--- config.mk ---
export PLATFORM = sky130hd
export DESIGN_NAME = vga_timing_gen
export DESIGN_NICKNAME = d
export VERILOG_FILES = /design/src/rtl/vga_timing_gen_pkg.sv /design/src/rtl/vga_timing_gen_wrap_counter.sv /design/src/rtl/vga_timing_gen.sv
export SDC_FILE = /design/constraint.sdc
export NUM_CORES = 1
export LEC_CHECK = 0
export CORE_UTILIZATION = 50
export DETAILED_ROUTE_END_ITERATION = 12
export PLACE_DENSITY = 0.78
export SLEW_MARGIN = 25
export SYNTH_ARGS = -nofsm -noshare
export SYNTH_HDL_FRONTEND = slang
export SYNTH_SLANG_ARGS = --single-unit
export TNS_END_PERCENT = 5
--- constraint.sdc ---
create_clock -name vga_clk -period 2.25 [get_ports vga_clk]
set_clock_uncertainty 0.05 [all_clocks]
set_input_delay 0.675 -clock vga_clk [delete_from_list [all_inputs] [get_ports vga_clk]]
set_output_delay 0.675 -clock vga_clk [all_outputs]
set_load 0.02 [all_outputs]
--- src/rtl/vga_timing_gen_pkg.sv ---
// vga_timing_pkg: shared 640x480@60 Hz timing constants and the coordinate type.
//   H_*/V_*        default porch/sync/active widths
//   H_TOTAL/V_TOTAL  line and frame lengths
//   HS_*/VS_*      sync pulse window, START inclusive, END exclusive
//   coord_t        10-bit pixel/line coordinate
package vga_timing_pkg;

    localparam int H_ACTIVE = 640;
    localparam int H_FP     = 16;
    localparam int H_SYNC   = 96;
    localparam int H_BP     = 48;
    localparam int H_TOTAL  = H_ACTIVE + H_FP + H_SYNC + H_BP;

    localparam int V_ACTIVE = 480;
    localparam int V_FP     = 10;
    localparam int V_SYNC   = 2;
    localparam int V_BP     = 33;
    localparam int V_TOTAL  = V_ACTIVE + V_FP + V_SYNC + V_BP;

    localparam int HS_START = H_ACTIVE + H_FP;
    localparam int HS_END   = HS_START + H_SYNC;
    localparam int VS_START = V_ACTIVE + V_FP;
    localparam int VS_END   = VS_START + V_SYNC;

    typedef logic [9:0] coord_t;

endpackage

--- src/rtl/vga_timing_gen_wrap_counter.sv ---
// vga_wrap_counter: modulo-(MAX+1) counter that holds when en=0.
//   vga_clk  in   clock
//   reset    in   synchronous active-high reset; value returns to MAX
//   en       in   advance enable
//   value    out  current count, 0..MAX
//   wrap     out  high in the cycle whose advance takes value MAX -> 0
// Resetting to MAX means the first advance lands on 0 and raises wrap,
// which the top uses to start the first frame.
module vga_wrap_counter
    import vga_timing_pkg::*;
#(
    parameter coord_t MAX = coord_t'(H_TOTAL - 1)
) (
    input  logic   vga_clk,
    input  logic   reset,
    input  logic   en,
    output coord_t value,
    output logic   wrap
);

    coord_t value_q, value_d;

    assign wrap = en && (value_q == MAX);

    always_comb begin
        value_d = value_q;
        if (wrap)    value_d = '0;
        else if (en) value_d = value_q + coord_t'(1);
    end

    always_ff @(posedge vga_clk) begin
        if (reset) value_q <= MAX;
        else       value_q <= value_d;
    end

    assign value = value_q;

endmodule

--- src/rtl/vga_timing_gen.sv ---
// vga_timing_gen: VGA pixel coordinate, blank and sync timing source.
//   vga_clk      in   pixel-domain clock
//   reset        in   synchronous active-high reset
//   pix_en       in   pixel advance enable
//   DrawX/DrawY  out  current pixel / line counts
//   blank        out  1 = active display region
//   hs/vs        out  active-low syncs
//   line_start   out  one-advance strobe on entering x==0
//   frame_start  out  one-advance strobe on entering (0,0)
//   frame_count  out  completed frames since reset, mod 256
// blank/hs/vs are decoded from the next coordinates so they stay aligned
// with DrawX/DrawY instead of trailing them by a cycle.
module vga_timing_gen
    import vga_timing_pkg::*;
#(
    parameter int H_ACTIVE = vga_timing_pkg::H_ACTIVE,
    parameter int H_FP     = vga_timing_pkg::H_FP,
    parameter int H_SYNC   = vga_timing_pkg::H_SYNC,
    parameter int H_BP     = vga_timing_pkg::H_BP,
    parameter int V_ACTIVE = vga_timing_pkg::V_ACTIVE,
    parameter int V_FP     = vga_timing_pkg::V_FP,
    parameter int V_SYNC   = vga_timing_pkg::V_SYNC,
    parameter int V_BP     = vga_timing_pkg::V_BP
) (
    input  logic       vga_clk,
    input  logic       reset,
    input  logic       pix_en,
    output logic [9:0] DrawX,
    output logic [9:0] DrawY,
    output logic       blank,
    output logic       hs,
    output logic       vs,
    output logic       line_start,
    output logic       frame_start,
    output logic [7:0] frame_count
);

    localparam coord_t X_MAX = coord_t'(H_ACTIVE + H_FP + H_SYNC + H_BP - 1);
    localparam coord_t Y_MAX = coord_t'(V_ACTIVE + V_FP + V_SYNC + V_BP - 1);
    localparam coord_t X_ACT = coord_t'(H_ACTIVE);
    localparam coord_t Y_ACT = coord_t'(V_ACTIVE);
    localparam coord_t HS_LO = coord_t'(H_ACTIVE + H_FP);
    localparam coord_t HS_HI = coord_t'(H_ACTIVE + H_FP + H_SYNC);
    localparam coord_t VS_LO = coord_t'(V_ACTIVE + V_FP);
    localparam coord_t VS_HI = coord_t'(V_ACTIVE + V_FP + V_SYNC);

    coord_t x, y, x_d, y_d;
    logic   h_wrap, v_wrap;

    logic       blank_q, blank_d;
    logic       hs_q, hs_d;
    logic       vs_q, vs_d;
    logic       ls_q, fs_q;
    logic [7:0] fc_q, fc_d;
    // Set until the first advance: the wrap out of the reset state opens
    // frame 0 and must not be counted as a completed frame.
    logic       first_q, first_d;

    vga_wrap_counter #(.MAX(X_MAX)) u_hcnt (
        .vga_clk (vga_clk),
        .reset   (reset),
        .en      (pix_en),
        .value   (x),
        .wrap    (h_wrap)
    );

    vga_wrap_counter #(.MAX(Y_MAX)) u_vcnt (
        .vga_clk (vga_clk),
        .reset   (reset),
        .en      (h_wrap),
        .value   (y),
        .wrap    (v_wrap)
    );

    always_comb begin
        x_d     = h_wrap ? '0 : x + coord_t'(1);
        y_d     = v_wrap ? '0 : (h_wrap ? y + coord_t'(1) : y);
        blank_d = blank_q;
        hs_d    = hs_q;
        vs_d    = vs_q;
        fc_d    = fc_q;
        first_d = first_q;
        if (pix_en) begin
            blank_d = (x_d < X_ACT) && (y_d < Y_ACT);
            hs_d    = !((x_d >= HS_LO) && (x_d < HS_HI));
            vs_d    = !((y_d >= VS_LO) && (y_d < VS_HI));
            first_d = 1'b0;
        end
        if (v_wrap && !first_q) fc_d = fc_q + 8'd1;
    end

    always_ff @(posedge vga_clk) begin
        if (reset) begin
            blank_q <= 1'b0;
            hs_q    <= 1'b1;
            vs_q    <= 1'b1;
            ls_q    <= 1'b0;
            fs_q    <= 1'b0;
            fc_q    <= 8'd0;
            first_q <= 1'b1;
        end else begin
            blank_q <= blank_d;
            hs_q    <= hs_d;
            vs_q    <= vs_d;
            // wraps already include pix_en, so held cycles clear the strobes
            ls_q    <= h_wrap;
            fs_q    <= v_wrap;
            fc_q    <= fc_d;
            first_q <= first_d;
        end
    end

    assign DrawX       = x;
    assign DrawY       = y;
    assign blank       = blank_q;
    assign hs          = hs_q;
    assign vs          = vs_q;
    assign line_start  = ls_q;
    assign frame_start = fs_q;
    assign frame_count = fc_q;

endmodule

==> results of run 1 <==
[routing by layer]
layer  vias up  wire length, um  global-route usage (%)
met1       867             2080                    32.5
met4         0               64                    7.85
met3        10              252                    5.29
met5         -                0                       0
met2        63             2010                    37.6
li1        929                -                       -
[state kept, by name, summed over array words and instances (netlist names)]
register and flops:
hs 1, frame_start 1, first_q 1, line_start 1, u_hcnt.value 10, u_vcnt.value 10, vs 1, blank 1
frame_count 8
[area by class of cell]
class	count	area (um2)
Clock buffer	7	45.0
Timing Repair Buffer	61	548
Sequential cell	34	688
Multi-Input combinational cell	172	1080
Tap cell	46	57.6
Inverter	8	30.0
Clock inverter	1	30.0
Fill cell	288	935
[cells by family after synthesis]
| family | count (synthesis) | share of synthesized area, % |
|---|---|---|
| DFF | 34 | 37.1 |
| and+or+nand+nor | 106 | 31.4 |
| adders and majority gates | 4 | 2.73 |
| AOI/OAI and AO/OA | 44 | 15.3 |
| buffers and inverters | 20 | 4.84 |
| muxes | 1 | 0.545 |
| xor gates and xnor gates | 17 | 8.11 |
[timing repair]
item	4_1_cts	5_1_grt
setup endpoints to repair	6	15
setup buffers	0	2
pin swaps	0	2
hold buffers	0	0
resized for setup	6	6
[report_power, final]
group / total [W] / internal (W) / switching, W
Combinational: 0.000466 / 0.000217 / 0.000249
Clock: 0.000440 / 0.000236 / 0.000205
Sequential: 0.000692 / 0.000638 / 0.0000535
[placed cells by master, fill, tap and decap left out, drive strengths merged, types with 3 or more instances in the layout]
cell type	netlist	routed
clkdlybuf4s50	0	34
dfxtp	34	34
nor2	30	30
buf	6	26
nand2	21	21
nand3	16	16
o21ai	14	14
xor2	10	10
a21oi	10	10
nand4	9	9
nor3	9	9
inv	7	7
xnor2	7	7
clkbuf	6	7
and3	6	6
ha	4	4
o311ai	4	4
nor4	4	4
o31ai	3	3
a31oi	3	3
[worst paths after layout]
kind / to / slack, ns / cells after the start
worst min register to register: blank$_SDFFE_PP0P_ / 0.44 / 2
worst max-delay path: DrawX[2] / 0.07 / 1
worst max register to register: frame_count[7]$_SDFFE_PP0P_ / 0.19 / 8
worst min-delay path: blank$_SDFFE_PP0P_ / 0.44 / 2
[worst reg2reg max path: cells and delay by family, from the launching register on]
kind	cells	cell delay [ns]
flops	1	0.37
simple gates	5	1.14
xor+xnor	1	0.14
buf+inv	1	0.11
fa+ha+maj	1	0.15
[stage by stage]
step	TNS, ns	area, um2
global placement	-6.08	2360
floorplan	0	1840
finish	0	2480
global route	-0.0111	2480
CTS	0	2450
detailed placement	-6.88	2360
==> impl_summary.log, run 1 <==
INFO  metric yosysUniqueCellTypes = 43
INFO  metric setup_viol_count_final = 0
INFO  metric chipHeight = 62.6 um
INFO  metric count_of_antenna_diodes_in_the_layout = 0
INFO  metric synth_seq_area_share = 37.1%
INFO  metric drt-pass1-iter-count = 4
INFO  metric yosys_register_bits = 34
INFO  metric fmax = 458 MHz
INFO  metric io-pin-count = 36
INFO  metric cp_data_arrival_time = 1.46 ns
INFO  metric grt_first_pass_wirelength = 7.61 mm
INFO  metric rsz0062_at_grt = true
INFO  metric path_cells = clkdlybuf4s50_1
INFO  metric synth_async_sr_flop_share = 0%
INFO  metric route.detailed.vias_per_inst = 5.68
INFO  metric insertion_delay = 0.34 ns
INFO  metric crit_path_top_delay_cell = clkdlybuf4s50_1
INFO  metric clk_pin_slew = 0.11 ns
INFO  metric nNetsFinal = 289
INFO  metric clock_tree.buffer_depth = 2
INFO  metric dp.cells = 319
INFO  metric max_slew_margin = 70.8%
INFO  metric drive_gt1_share = 16.6%
INFO  metric worstSetupEndpointType = output pin
INFO  metric placement_rows = 21
INFO  metric clock_sinks = 34
INFO  metric power_leakage = 0.970 nW
INFO  metric initial_core_util = 53.7%
INFO  metric startpoint_type_of_the_worst_setup_path = flop
INFO  metric antenna_found_initial = 0
INFO  metric post-route-worst-setup-slack = 0.0667 ns
INFO  metric pre_cts_slack = -0.377 ns
INFO  metric routed-via-count = 1,869
INFO  metric slew_viol_final = 0
INFO  metric ant_nets = 0
INFO  metric area_delta_synth_final = 35.2%
INFO  metric layout_worst_path_cycle_share = 97.0%
INFO  metric cts_made_buffers = 5
INFO  metric post_synthesis_cell_count = 226
INFO  metric final_hpwl_dp = 3.20 mm
INFO  metric post_synth_main_area_contributors = dfxtp_1 37%, nor2_1 6.1%, xor2_1 4.8%
INFO  metric holdCritPathClass = flop to flop
INFO  metric die-width = 62.6 um
INFO  metric timing.setup.critical_path_class = flop to output pin
INFO  metric r2r-start = u_vcnt.value[0]$_SDFF_PP0_
INFO  metric yosysMostFrequentCell = dfxtp_1
INFO  metric worst_hold_startpoint = blank$_SDFFE_PP0P_
INFO  metric avgSynthCellArea = 8.12 um2
INFO  metric final-hold-violation-count = 0
INFO  metric final.min_clock_period = 2.18 ns
INFO  metric numPortBuffers = 35
INFO  metric synth_edf_count = 0
INFO  metric top_fanout_value_on_the_critical_path = 9
INFO  metric gr-total-overflow = 0
INFO  metric grt_util_all_layers = 24.0%
INFO  metric timing.critical_path.required = 1.52 ns
INFO  metric worstPathBufferInverterCount = 1
INFO  metric final_cell_count_no_fill = 329
INFO  metric synth_top_cell_area_share = 37.1%
INFO  metric pwr_density_cell = 644 nW/um2
INFO  metric cts_tree = yes
INFO  metric yosys_most_used_dff = dfxtp_1
INFO  metric setup.worst_path.start = u_hcnt.value[2]$_SDFFE_PP1P_
INFO  metric die-area = 3920 um2
INFO  metric status = finished clean
INFO  metric slowest_delay = 0.65 ns
INFO  metric cts_root_buf = clkbuf_4
INFO  metric crit_family = buffers and inverters
INFO  metric routed_wl = 4.40 mm
INFO  metric synth_area_leader = dfxtp_1
INFO  metric first_global_vias = 1,735
INFO  metric htreeDepth = 2
INFO  metric finalCoreUtilization = 72.6%
INFO  metric initialDrtViolationCount = 135
INFO  metric yosys_warnings = 0
INFO  metric maxCapViolCount = 0
INFO  metric drt_drc_violations_left = 0
INFO  metric worst-slew-pin-transition = 0.427 ns
INFO  metric placeableCoreArea = 3420 um2
INFO  metric routed_wire_length_per_instance = 13.4 um
INFO  metric timing.hold.ws = 0.438 ns
INFO  metric worst_ir_drop_vdd = 463 uV
INFO  metric synth.cells.most_frequent = 34 x dfxtp_1, 30 x nor2_1, 21 x nand2_1, 16 x nand3_1, 14 x o21ai_0
INFO  metric synth.net_count = 233
INFO  metric total_power = 0.00160 W
INFO  metric gpl.final_weighted_congestion = 0.898
INFO  metric mappedNetlistArea = 1840 um2
INFO  metric grt_max_degree = 21
No activity file was read; power rests on OpenSTA's default activity.
==> inputs of run 2 (changes only) <==
--- a/config.mk
+++ b/config.mk
@@ -8,6 +8,7 @@
 export CORE_UTILIZATION = 50
 export DETAILED_ROUTE_END_ITERATION = 12
 export PLACE_DENSITY = 0.78
+export SKIP_CTS_REPAIR_TIMING = 1
 export SLEW_MARGIN = 25
 export SYNTH_ARGS = -nofsm -noshare
 export SYNTH_HDL_FRONTEND = slang
==> impl_summary.log, run 2 (synthesis results as in run 1) <==
INFO  metric clk_pin_slew = 0.10 ns
INFO  metric seqPwrFrac = 43.5%
INFO  metric crit_path_top_delay_cell = clkdlybuf4s50_1
INFO  metric final_cell_count_no_fill = 327
INFO  metric grt_max_degree = 21
INFO  metric timing.critical_path.required = 2.41 ns
INFO  metric rsz0062_at_grt = true
INFO  metric final_hpwl_dp = 3.20 mm
INFO  metric clock_sinks = 34
INFO  metric final-hold-violation-count = 0
INFO  metric power_leakage = 0.958 nW
INFO  metric numPortBuffers = 35
INFO  metric cts_tree = yes
INFO  metric crit_family = simple AND/OR/NAND/NOR gates
INFO  metric final_cell_mix = 35 x clkdlybuf4s50_1, 29 x nor2_1, 28 x dfxtp_1
INFO  metric die-area = 3920 um2
INFO  metric io-pin-count = 36
INFO  metric holdCritPathClass = flop to flop
INFO  metric routed-via-count = 1,850
INFO  metric ant_nets = 0
INFO  metric route.detailed.vias_per_inst = 5.66
INFO  metric drive_gt1_share = 16.0%
INFO  metric setup_viol_count_final = 0
INFO  metric dp.cells = 319
INFO  metric final.min_clock_period = 2.21 ns
INFO  metric fill_cells = 291
INFO  metric fmax = 452 MHz
INFO  metric maxCapViolCount = 0
INFO  metric tns = 0 ns
INFO  metric chipHeight = 62.6 um
INFO  metric clock_tree.buffer_depth = 2
INFO  metric grt_first_pass_wirelength = 7.61 mm
INFO  metric leading_cell_type_in_the_layout_fill_and_taps_excluded = clkdlybuf4s50_1
INFO  metric routed_wl = 4.32 mm
INFO  metric nNetsFinal = 287
INFO  metric cp_num_cells = 8
INFO  metric count_of_antenna_diodes_in_the_layout = 0
INFO  metric setup.worst_path.end = vs$_SDFFE_PP1P_
INFO  metric htreeDepth = 2
INFO  metric insertion_delay = 0.33 ns
INFO  metric placeableCoreArea = 3420 um2
INFO  metric r2r-start = u_vcnt.value[0]$_SDFF_PP0_
INFO  metric layout_worst_path_cycle_share = 98.4%
INFO  metric slowest_delay = 0.48 ns
INFO  metric regToRegEndpoint = frame_count[7]$_SDFFE_PP0P_
INFO  metric worst_hold_startpoint = blank$_SDFFE_PP0P_
INFO  metric gr-total-overflow = 0
INFO  metric path_cells = clkdlybuf4s50_1, and4_4, nand4_4, buf_4, nor2_1, a21oi_2, nor4_1, a41oi_1
INFO  metric grt_util_all_layers = 23.9%
INFO  metric setup.worst_path.start = pix_en
INFO  metric worstPathBufferInverterCount = 2
INFO  metric placed_area = 2360 um2
INFO  metric routed_wire_length_per_instance = 13.2 um
INFO  metric ff2ff_setup_slack = 0.19 ns
INFO  metric clock_power_share = 27.4%
INFO  metric power.share.combinational = 29.1%
INFO  metric pwr_density_cell = 646 nW/um2
INFO  metric gpl.final_weighted_congestion = 0.898
INFO  metric startpoint_type_of_the_worst_setup_path = input pin
INFO  metric placement_rows = 21
INFO  metric first_global_vias = 1,728
INFO  metric worst-slew-pin-transition = 0.424 ns
INFO  metric net-switching-power = 0.000501 W
INFO  metric cp_data_arrival_time = 2.37 ns
INFO  metric die-width = 62.6 um
INFO  metric timing.setup.critical_path_class = input pin to flop
INFO  metric layout.cell_area.non_filler = 2460 um2
INFO  metric max_slew_margin = 71.0%
INFO  metric cts_made_buffers = 5
INFO  metric status = finished clean
INFO  metric p_int = 0.00109 W
INFO  metric initial_core_util = 53.7%
INFO  metric drt_drc_violations_left = 0
INFO  metric worst_ir_drop_vdd = 464 uV
INFO  metric timing.reg2reg.worst_path_depth = 8
INFO  metric antenna_found_initial = 0
INFO  metric worstSetupEndpointType = flop
INFO  metric top_fanout_value_on_the_critical_path = 6
INFO  metric initialDrtViolationCount = 97
INFO  metric cts_root_buf = clkbuf_4
INFO  metric finalCoreUtilization = 72.1%
INFO  metric switching_part_of_the_total = 31.5%
INFO  metric slew_viol_final = 0
INFO  metric drt-pass1-iter-count = 4
INFO  metric area_delta_synth_final = 34.2%
==> run 2: area by class of cell <==
cell class | count | area, um2 | area share (%)
Multi-Input combinational cell | 172 | 1080 | 43.9
Sequential cell | 34 | 688 | 27.9
Timing Repair Buffer | 59 | 531 | 21.5
Tap cell | 46 | 57.6 | 2.34
Clock buffer | 7 | 45.0 | 1.83
Clock inverter | 1 | 30.0 | 1.22
Inverter | 8 | 30.0 | 1.22
==> run 2: how the worst min path moves through the flow <==
stage	cells past startpoint	to	slack, ns
floorplan	2	blank$_SDFFE_PP0P_	0.51
global placement	2	blank$_SDFFE_PP0P_	0.42
detailed placement	2	blank$_SDFFE_PP0P_	0.43
CTS	2	blank$_SDFFE_PP0P_	0.44
global route	2	blank$_SDFFE_PP0P_	0.48
finish	2	blank$_SDFFE_PP0P_	0.44
==> run 2: worst reg2reg max path, delay by kind of cell, from the launching register on <==
| kind | cells | cell delay, ns |
|---|---|---|
| xor+xnor | 1 | 0.14 |
| buf+inv | 1 | 0.11 |
| fa+ha+maj | 1 | 0.16 |
| simple gates | 5 | 1.15 |
| flops | 1 | 0.37 |
==> run 2: stage by stage <==
step           setup WS [ns]  total power, W  hold slack, ns
3_3_place_gp          -0.345         0.00115           0.418
4_1_cts              -0.0517         0.00159           0.441
6_report              0.0370         0.00159           0.436
2_1_floorplan         0.0291        0.000971           0.511
5_1_grt              -0.0307         0.00168           0.476
3_5_place_dp          -0.377         0.00116           0.426
==> run 2: power by group through the flow <==
stage	sequential (W)	clock [W]	combinational, W
after floorplan	0.000728	0	0.000244
after global placement	0.000702	0	0.000449
after detailed placement	0.000702	0	0.000455
after CTS	0.000688	0.000445	0.000457
after global routing	0.000700	0.000476	0.000505
final	0.000692	0.000435	0.000463
==> run 2: per-layer routing <==
metal	GRT usage, %	vias to the layer above	routed length (um)
met5	0	-	0
met1	32.5	853	2030
li1	-	926	-
met2	37.5	60	1960
met3	5.29	11	264
met4	7.85	0	63
==> inputs of run 3 (changes only) <==
--- a/config.mk
+++ b/config.mk
@@ -5,6 +5,7 @@
 export SDC_FILE = /design/constraint.sdc
 export NUM_CORES = 1
 export LEC_CHECK = 0
+export CAP_MARGIN = 15
 export CORE_UTILIZATION = 50
 export DETAILED_ROUTE_END_ITERATION = 12
 export PLACE_DENSITY = 0.78
==> results of run 3 <==
Final layout, timing and power as in run 2 (identical DEF).
